File: src/rtl/bus_dma_engine.sv
// Block-copy / block-fill DMA initiator for the 6502 system bus, programmed through an IO register window.
// Optional completion interrupt enabled by defining BUS_DMA_IRQ_EN (CTRL bit 3 gates irq_o).
module bus_dma_engine #(
    parameter int REG_AW    = 4,
    parameter int MAX_LEN_W = 16
) (
    input  logic              clk_i,
    input  logic              rst_i,
    input  logic              cs_i,
    input  logic              R_W_n,
    input  logic [REG_AW-1:0] addr_i,
    input  logic [7:0]        data_i,
    output logic [7:0]        data_o,
    output logic              bus_req_o,
    input  logic              bus_gnt_i,
    output logic [15:0]       m_addr_o,
    output logic              m_rw_n_o,
    output logic [7:0]        m_data_o,
    input  logic [7:0]        m_data_i,
    output logic              irq_o
);

    typedef enum logic [2:0] {S_IDLE, S_REQ, S_RD, S_RWAIT, S_WR, S_FIN} state_t;

    state_t               state_q, state_d;
    logic [15:0]          src_q, src_d, dst_q, dst_d;
    logic [MAX_LEN_W-1:0] len_q, len_d;
    logic [15:0]          len16;
    logic [7:0]           latch_q, latch_d, fill_q, data_q, rd_mux;
    logic                 fill_mode_q, irq_en_q, done_q, aborted_q, abort_pend_q;
    logic                 cpu_wr, cpu_rd, busy, wr_ctrl, start_req, abort_now, do_write;

    assign cpu_wr    = cs_i & ~R_W_n;
    assign cpu_rd    = cs_i & R_W_n;
    assign busy      = (state_q != S_IDLE);
    assign wr_ctrl   = cpu_wr && (int'(addr_i) == 6);
    assign start_req = wr_ctrl && data_i[0] && !data_i[2];
    // An ABORT written this cycle takes effect at once; otherwise the pending flag carries it.
    assign abort_now = abort_pend_q | (wr_ctrl & data_i[2]);
    assign do_write  = (state_q == S_WR) && bus_gnt_i;
    assign len16     = 16'(len_q);

    always_comb begin
        state_d = state_q;
        src_d   = src_q;
        dst_d   = dst_q;
        len_d   = len_q;
        latch_d = latch_q;
        if (cpu_wr && !busy) begin
            case (int'(addr_i))
                0: src_d = {src_q[15:8], data_i};
                1: src_d = {data_i, src_q[7:0]};
                2: dst_d = {dst_q[15:8], data_i};
                3: dst_d = {data_i, dst_q[7:0]};
                4: len_d = MAX_LEN_W'({len16[15:8], data_i});
                5: len_d = MAX_LEN_W'({data_i, len16[7:0]});
                default: ;
            endcase
        end
        case (state_q)
            S_IDLE:  if (start_req && len_q != '0) state_d = S_REQ;
            S_REQ: begin
                if (abort_now)      state_d = S_FIN;
                else if (bus_gnt_i) state_d = fill_mode_q ? S_WR : S_RD;
            end
            S_RD: begin
                if (abort_now)      state_d = S_FIN;
                else if (bus_gnt_i) state_d = S_RWAIT;
            end
            S_RWAIT: begin
                latch_d = m_data_i;
                state_d = abort_now ? S_FIN : S_WR;
            end
            S_WR: begin
                if (bus_gnt_i) begin
                    dst_d = dst_q + 16'd1;
                    if (!fill_mode_q) src_d = src_q + 16'd1;
                    len_d = len_q - 1'b1;
                    if (len_q == MAX_LEN_W'(1) || abort_now) state_d = S_FIN;
                    else state_d = fill_mode_q ? S_WR : S_RD;
                end
            end
            S_FIN:   state_d = S_IDLE;
            default: state_d = S_IDLE;
        endcase
    end

    always_comb begin
        rd_mux = 8'h00;
        case (int'(addr_i))
            0: rd_mux = src_q[7:0];
            1: rd_mux = src_q[15:8];
            2: rd_mux = dst_q[7:0];
            3: rd_mux = dst_q[15:8];
            4: rd_mux = len16[7:0];
            5: rd_mux = len16[15:8];
            6: rd_mux = {4'b0, irq_en_q, 1'b0, fill_mode_q, 1'b0};
            7: rd_mux = {5'b0, aborted_q, done_q, busy};
            8: rd_mux = fill_q;
            default: rd_mux = 8'h00;
        endcase
    end

    always_ff @(posedge clk_i) begin
        if (rst_i) begin
            state_q      <= S_IDLE;
            src_q        <= '0;
            dst_q        <= '0;
            len_q        <= '0;
            latch_q      <= '0;
            fill_q       <= '0;
            data_q       <= '0;
            fill_mode_q  <= 1'b0;
            done_q       <= 1'b0;
            aborted_q    <= 1'b0;
            abort_pend_q <= 1'b0;
        end else begin
            state_q <= state_d;
            src_q   <= src_d;
            dst_q   <= dst_d;
            len_q   <= len_d;
            latch_q <= latch_d;
            if (cpu_rd) data_q <= rd_mux;
            if (cpu_wr && !busy && int'(addr_i) == 8) fill_q <= data_i;
            if (wr_ctrl && !busy) fill_mode_q <= data_i[1];
            if (wr_ctrl && data_i[2] && busy && state_q != S_FIN) abort_pend_q <= 1'b1;
            // Completion sets flags with priority over a coincident STATUS read clear.
            if (state_q == S_FIN) begin
                done_q       <= 1'b1;
                aborted_q    <= abort_pend_q;
                abort_pend_q <= 1'b0;
            end else if (!busy && start_req && len_q == '0) begin
                done_q <= 1'b1;
            end else if (cpu_rd && int'(addr_i) == 7) begin
                done_q    <= 1'b0;
                aborted_q <= 1'b0;
            end
        end
    end

`ifdef BUS_DMA_IRQ_EN
    always_ff @(posedge clk_i) begin
        if (rst_i)                  irq_en_q <= 1'b0;
        else if (wr_ctrl && !busy)  irq_en_q <= data_i[3];
    end
    assign irq_o = done_q & irq_en_q;
`else
    assign irq_en_q = 1'b0;
    assign irq_o    = 1'b0;
`endif

    assign data_o    = data_q;
    assign bus_req_o = (state_q == S_REQ) || (state_q == S_RD) ||
                       (state_q == S_RWAIT) || (state_q == S_WR);
    assign m_rw_n_o  = ~do_write;
    assign m_addr_o  = (state_q == S_RD) ? src_q : (state_q == S_WR) ? dst_q : 16'h0000;
    assign m_data_o  = (state_q != S_WR) ? 8'h00 : (fill_mode_q ? fill_q : latch_q);

endmodule

File: config.mk
export PLATFORM = sky130hd
export DESIGN_NAME = bus_dma_engine
export DESIGN_NICKNAME = d
export VERILOG_FILES = /design/src/rtl/bus_dma_engine.sv
export SDC_FILE = /design/constraint.sdc
export NUM_CORES = 1
export LEC_CHECK = 0
export ABC_AREA = 1
export CORE_UTILIZATION = 60
export DETAILED_ROUTE_END_ITERATION = 16
export GPL_ROUTABILITY_DRIVEN = 1
export PLACE_DENSITY_LB_ADDON = 0.05
export SKIP_CTS_REPAIR_TIMING = 1
export SYNTH_ARGS = -nofsm -noshare
export SYNTH_HDL_FRONTEND = slang
export SYNTH_SLANG_ARGS = --single-unit
File: constraint.sdc
create_clock -name clk_i -period 2.8 [get_ports clk_i]
set_clock_uncertainty 0.15 [all_clocks]
set_input_delay 0.84 -clock clk_i [delete_from_list [all_inputs] [get_ports clk_i]]
set_output_delay 0.84 -clock clk_i [all_outputs]
set_load 0.02 [all_outputs]
==> results of run 1 <==
-- layer usage --
metal / share of wire / wire, µm
met4: 0.038 / 662
met5: 0 / 0
met1: 0.40 / 6940
met2: 0.45 / 7740
met3: 0.11 / 1900
-- cells by family after synthesis --
logic type / share of synthesized area
AOI/OAI and AO/OA: 0.256
DFF: 0.292
adders and majority gates: 0.0116
xor gates and xnor gates: 0.0324
buffers and inverters: 0.124
and+or+nand+nor: 0.283
other: 0.000693
-- cell type report --
cell class | count | area, µm² | share of cell area
Clock inverter | 3 | 65.1 | 0.0101
Tap cell | 108 | 135 | 0.0210
Timing Repair Buffer | 87 | 881 | 0.137
Inverter | 120 | 464 | 0.0720
Sequential cell | 79 | 1580 | 0.245
Multi-Input combinational cell | 591 | 3160 | 0.490
Clock buffer | 12 | 165 | 0.0256
-- synth_stat cells, drive strengths merged, types with 5 or more instances --
cell type | count | share of area
nand3 | 35 | 0.036
o21ai | 94 | 0.088
nand4 | 5 | 0.0058
o22ai | 42 | 0.053
dfxtp | 79 | 0.29
a211oi | 7 | 0.012
inv | 117 | 0.084
nand3b | 7 | 0.0097
o211ai | 6 | 0.0083
ha | 5 | 0.012
a21oi | 82 | 0.081
clkbuf | 12 | 0.0083
buf | 18 | 0.030
xor2 | 17 | 0.028
nand2 | 157 | 0.12
nor3 | 15 | 0.017
nor2 | 105 | 0.094
-- per-stage QoR --
step	hold WS [ps]	area, µm²	util
finish	320	6450	0.739
global route	352	6450	0.739
CTS	319	6390	0.733
detailed placement	307	6160	0.706
global placement	300	6160	0.706
floorplan	287	5410	-
-- where the power goes --
part           switching, mW  internal [mW]  leakage (nW)  total [mW]
registers            0.00701           1.13         0.637        1.14
logic                  0.145         0.0807          2.26       0.226
clock network          0.428          0.569         0.118       0.998
total                  0.581           1.78          3.02        2.36
-- worst paths after layout --
check / endpoint / slack, ps / depth (start not counted)
max: m_rw_n_o / 80 / 5
max reg2reg: src_q[15] / 560 / 10
min reg2reg: data_o[5] / 320 / 2
min: data_o[5] / 320 / 2
-- registers in the layout, summed over array words and instances, names as in the netlist --
name,flops
fill_q,8
latch_q,8
len16,16
abort_pend_q,1
aborted_q,1
dst_q,16
done_q,1
data_o,8
state_q,3
src_q,16
fill_mode_q,1
-- critical path: cells and delay by family --
family                 cells  cell delay (ps)
buffers and inverters      4              740
and+or+nand+nor            1              150
==> results.cfg, run 1 <==
[worst_setup_path]
max_stage_delay_ps = 450
path_max_fanout = 2
r2r_start = state_q[1]
cpMaxStageDelayCell = clkdlybuf4s50_1
worstPathArrival_ps = 1730
cp-startpoint = bus_gnt_i
crit_path_end_kind = output port
crit_chain = clkdlybuf4s50_1 > inv_1 > nor2_8 > inv_2 > clkbuf_2
required_ps = 1810
path_class = primary input to output port
critPathLaunchType = primary input

[global_routing]
busiest_layer = met2
grt_util_met2 = 0.572
met3_usage = 0.0665
grt_overflow = 0
grt_max_degree = 41
grt_use_total = 0.372
grt_use_met1 = 0.502
antenna_found_initial = 0
grt_first_pass_wirelength_um = 27800
grt_pass1_vias = 5655

[run]
drv_cap = 0

[cells_and_area]
instances_no_fill = 1000
fin_nets = 918
antenna_cells = 0
drive_gt1_frac = 0.120
layout_commonest_cell = nand2_1
n_fill_cell = 714
area_growth_pct = 19.3
layout_common_cells = nand2_1, inv_1, nor2_1

[yosys]
yosysWarnings = 0
avgSynthCellArea_um2 = 6.59
async_reset_ff_frac = 0
syn_inst = 820
ys.flop_type = dfxtp_1
yosysSeqAreaShare = 0.292
netlist_area_um2 = 5410
yosysUniqueCellTypes = 48
synth_nets = 850
yosys_register_bits = 79
synth_edf_count = 0

[floorplanning]
die-area_um2 = 9400
initial_core_util = 0.620
boundaryPins = 60
die_y_um = 96.9
core_area_um2 = 8720
die_w_um = 96.9
rows = 34

[detailed_routing]
first_iter_violations = 694
ant_nets = 0
via_per_inst = 6.03
wl_um = 17200
drc = 0
post_drt_wl_per_cell_um = 17.2
vias = 6029
dr.pass1.iters = 8

[sta]
slew_headroom = 0.670
rsz0062_at_grt = false
worst_pin_slew_ps = 492
clock.fmax_mhz = 368
final_hold_viol_count = 0
setup-violations-final = 0
fin_setup_tns_ps = 0
period_share = 0.970
final_max_slew_viol_count = 0
period_minus_slack_ps = 2720
layout_setup_ws_ps = 83.4

[clocking]
clock-sinks = 79
clk_pin_slew_ps = 80
cts_max_level = 3
cts_tree = yes
clk_latency_ps = 360
cts-root-buf = clkbuf_8
cts_buffers = 9
clockBufferDepth = 2

[power_and_ir_drop]
ir_drop_mv = 0.237
p_per_area_nw_per_um2 = 366
totalPowerFinal_mw = 2.36
p_leak_nw = 3.02

[min_path]
worstHoldStart = data_o[5]
min_path_type = flop to flop

[place]
routabilityCongestion = 0.997
dp_hpwl_um = 12600
placedCellCount = 985
io_buffers = 58
preCtsSetupSlack_ps = -312

[run_status]
outcome = complete, no violations
Power figures use the tool's default switching activity.
==> run 2, diff against run 1 <==
CORE_UTILIZATION = 32   (was 60)
==> results.cfg, run 2 (same netlist as run 1, synthesis figures left out) <==
[global_routing]
grt_max_degree = 41
grt_use_total = 0.237
grt_first_pass_wirelength_um = 31100
antenna_found_initial = 0
grt_pass1_vias = 5476
grt_overflow = 0

[place]
io_buffers = 58
dp_hpwl_um = 15700
routabilityCongestion = 0.905
placedCellCount = 1115
preCtsSetupSlack_ps = -315

[run_status]
outcome = complete, no violations

[power_and_ir_drop]
totalPowerFinal_mw = 2.62
p_per_area_nw_per_um2 = 381
p_leak_nw = 3.15
ir_drop_mv = 0.332

[sta]
period_minus_slack_ps = 2720
final_hold_viol_count = 0
clock.fmax_mhz = 367
setup-violations-final = 0
final_max_slew_viol_count = 0
slew_headroom = 0.629
period_share = 0.973
worst_pin_slew_ps = 556
holdWs_ps = 319
layout_setup_ws_ps = 76.5
rsz0062_at_grt = false
fin_setup_tns_ps = 0

[cells_and_area]
fin_nets = 936
layout_commonest_cell = nand2_1
n_fill_cell = 1781
area_growth_pct = 27.4
regArea_um2 = 1580
instances_no_fill = 1132
layout_common_cells = nand2_1, inv_1, nor2_1
multi_input_area_um2 = 3160
drive_gt1_frac = 0.139

[clocking]
cts_buffers = 9
clockBufferDepth = 2
cts_tree = yes
cts_max_level = 3
clk_pin_slew_ps = 60
clock-sinks = 79
cts-root-buf = clkbuf_16
clk_latency_ps = 350

[worst_setup_path]
path_class = primary input to output port
crit_path_end_kind = output port
path_max_fanout = 2
worstPathArrival_ps = 1730
critPathLaunchType = primary input
ff2ff_path_depth = 11
required_ps = 1810

[min_path]
min_delay_path_depth = 2
min_path_type = flop to flop

[detailed_routing]
ant_nets = 0
vias = 5788
via_per_inst = 5.11
first_iter_violations = 445
drc = 0
dr.pass1.iters = 6
post_drt_wl_per_cell_um = 18.1
wl_um = 20500

[floorplanning]
die_w_um = 132
boundaryPins = 60
initial_core_util = 0.327
die-area_um2 = 17400
die_y_um = 132
rows = 47
core_area_um2 = 16500

[run]
drv_cap = 0
==> run 2: changes by cell type in the layout (fill, tap and decap cells not counted), sizes merged <==
| cell | delta |
|---|---|
| diode | +1 |
| clkbuf | -4 |
| inv | +3 |
| buf | +19 |
| bufinv | -1 |
| clkdlybuf4s50 | -1 |
| dlymetal6s2s | +1 |
| clkinv | -1 |
| clkinvlp | +3 |
==> run 2: path summary, 6_finish.rpt <==
check,start,end,slack [ps]
worst max-delay path,bus_gnt_i,m_rw_n_o,80
worst min-delay path,data_o[3],data_o[3],320
worst max register to register,state_q[1],src_q[10],560
worst min register to register,data_o[3],data_o[3],320
==> run 2: power breakdown <==
part / switching, mW / internal [mW]
logic: 0.152 / 0.0889
registers: 0.00788 / 1.13
clock network: 0.544 / 0.701
total: 0.704 / 1.92
==> run 2: through the flow <==
step	cell area (µm²)	utilization
global placement	6520	0.394
floorplan	5410	-
finish	6890	0.417
CTS	6820	0.413
global route	6890	0.417
detailed placement	6520	0.394
==> run 2: final cells by class <==
class / count / area share
antenna: 1 / 0.000363
multi-input combinational: 591 / 0.458
inverter: 120 / 0.0674
sequential: 79 / 0.230
clock buffer: 9 / 0.0327
timing repair buffer: 105 / 0.161
tap: 220 / 0.0399
clock inverter: 7 / 0.0114
==> run 2: per-layer routing <==
layer | vias up | wire length (µm) | part of all wire | track usage
met4 | 0 | 407 | 0.020 | 0.0807
met1 | 2708 | 9660 | 0.47 | 0.326
met3 | 24 | 1260 | 0.061 | 0.0446
met2 | 164 | 9150 | 0.45 | 0.369
met5 | - | 0 | 0 | 0
li1 | 2892 | - | - | -
==> run 2: critical path, stage by stage <==
cell and delay [ps]:
clkdlybuf4s50_1 470, inv_2 70, nor2_8 120, inv_2 40, dlymetal6s2s_1 200
==> run 3, diff against run 2 <==
GPL_TIMING_DRIVEN = 0   (was unset)
==> results.cfg, run 3 (same netlist as run 1, synthesis figures left out) <==
[sta]
rsz0062_at_grt = true
setup-violations-final = 1
final_max_slew_viol_count = 0
clock.fmax_mhz = 337
slew_headroom = 0.323
worst_pin_slew_ps = 1020
fin_setup_tns_ps = -165
layout_setup_ws_ps = -165
holdWs_ps = 321
period_share = 1.06
period_minus_slack_ps = 2970
final_hold_viol_count = 0

[place]
io_buffers = 58
dp_hpwl_um = 17000
preCtsSetupSlack_ps = -831
place_area_um2 = 6260
routabilityCongestion = 0.905
placedCellCount = 1098

[global_routing]
antenna_found_initial = 0
grt_overflow = 0
grt_use_total = 0.256
grt_max_degree = 14
grt_first_pass_wirelength_um = 32900
grt_pass1_vias = 5451

[cells_and_area]
layout_commonest_cell = nand2_1
instances_no_fill = 1115
layout_common_cells = nand2_1, inv_1, nor2_1
area_growth_pct = 22.3
finish.utilization = 0.400
antenna_cells = 0
fin_nets = 920
drive_gt1_frac = 0.139
postLayoutCellArea_um2 = 6610

[min_path]
holdPathEnd = data_o[0]
worstHoldStart = data_o[0]
min_path_type = flop to flop
min_delay_path_depth = 2

[worst_setup_path]
critPathLaunchType = primary input
required_ps = 1810
ff2ff_path_depth = 10
crit_path_end_kind = output port
r2r_start = state_q[0]
timing.rr.end = dst_q[7]
path_class = primary input to output port
path_max_fanout = 10
worstPathArrival_ps = 1980
cp-startpoint = bus_gnt_i
reg2reg_slack_ps = 650

[clocking]
clk_pin_slew_ps = 60
clockBufferDepth = 2
cts_buffers = 9
cts-root-buf = clkbuf_16
cts_tree = yes
clk_latency_ps = 350
cts_max_level = 3
clock-sinks = 79

[run_status]
outcome = complete, but fails checks
violations = negative setup slack

[detailed_routing]
post_drt_wl_per_cell_um = 19.8
wl_um = 22100
ant_nets = 0
via_per_inst = 5.26
drc = 0
first_iter_violations = 493
dr.pass1.iters = 5
vias = 5865

[floorplanning]
core_area_um2 = 16500
die_y_um = 132
rows = 47
initial_core_util = 0.327
boundaryPins = 60
die_w_um = 132
die-area_um2 = 17400

[power_and_ir_drop]
p_per_area_nw_per_um2 = 407
ir_drop_mv = 0.281
p_leak_nw = 2.82
totalPowerFinal_mw = 2.69

[run]
drv_cap = 0
## run 3: how the worst max path moves through the flow
stage               cells after the start  slack, ps  endpoint
detailed placement                      6       -830  m_rw_n_o
floorplan                               4        420  m_rw_n_o
global placement                        6       -820  m_rw_n_o
global route                            6       -200  m_rw_n_o
finish                                  6       -170  m_rw_n_o
CTS                                     6       -840  m_rw_n_o
## run 3: final cells by class
cell class,instances,area (µm²)
well taps,220,275
inverters,120,468
clock buffers,10,239
flip-flops and latches,79,1580
multi-input cells,591,3190
plain buffers,30,225
clock inverters,6,83.8
repair buffers,59,548
fillers,1803,9910
## run 3: worst max-delay path, cell delays in order
cell	delay (ps)
clkdlybuf4s50_1	470
inv_2	80
nor2_8	160
inv_4	100
buf_6	160
clkbuf_2	160
## run 3: power breakdown
part	total, mW	leakage [nW]	switching, mW	internal, mW
sequential	1.14	0.637	0.00787	1.13
clock	1.32	0.162	0.520	0.803
combinational	0.231	2.02	0.156	0.0749
total	2.69	2.82	0.683	2.01
## run 3: metal layers
layer	share of wire	GRT usage	up-vias	wire length, µm
li1	-	-	2860	-
met3	0.074	0.0623	33	1640
met2	0.46	0.412	218	10100
met1	0.44	0.336	2754	9820
met4	0.023	0.0807	0	510
met5	0	0	-	0
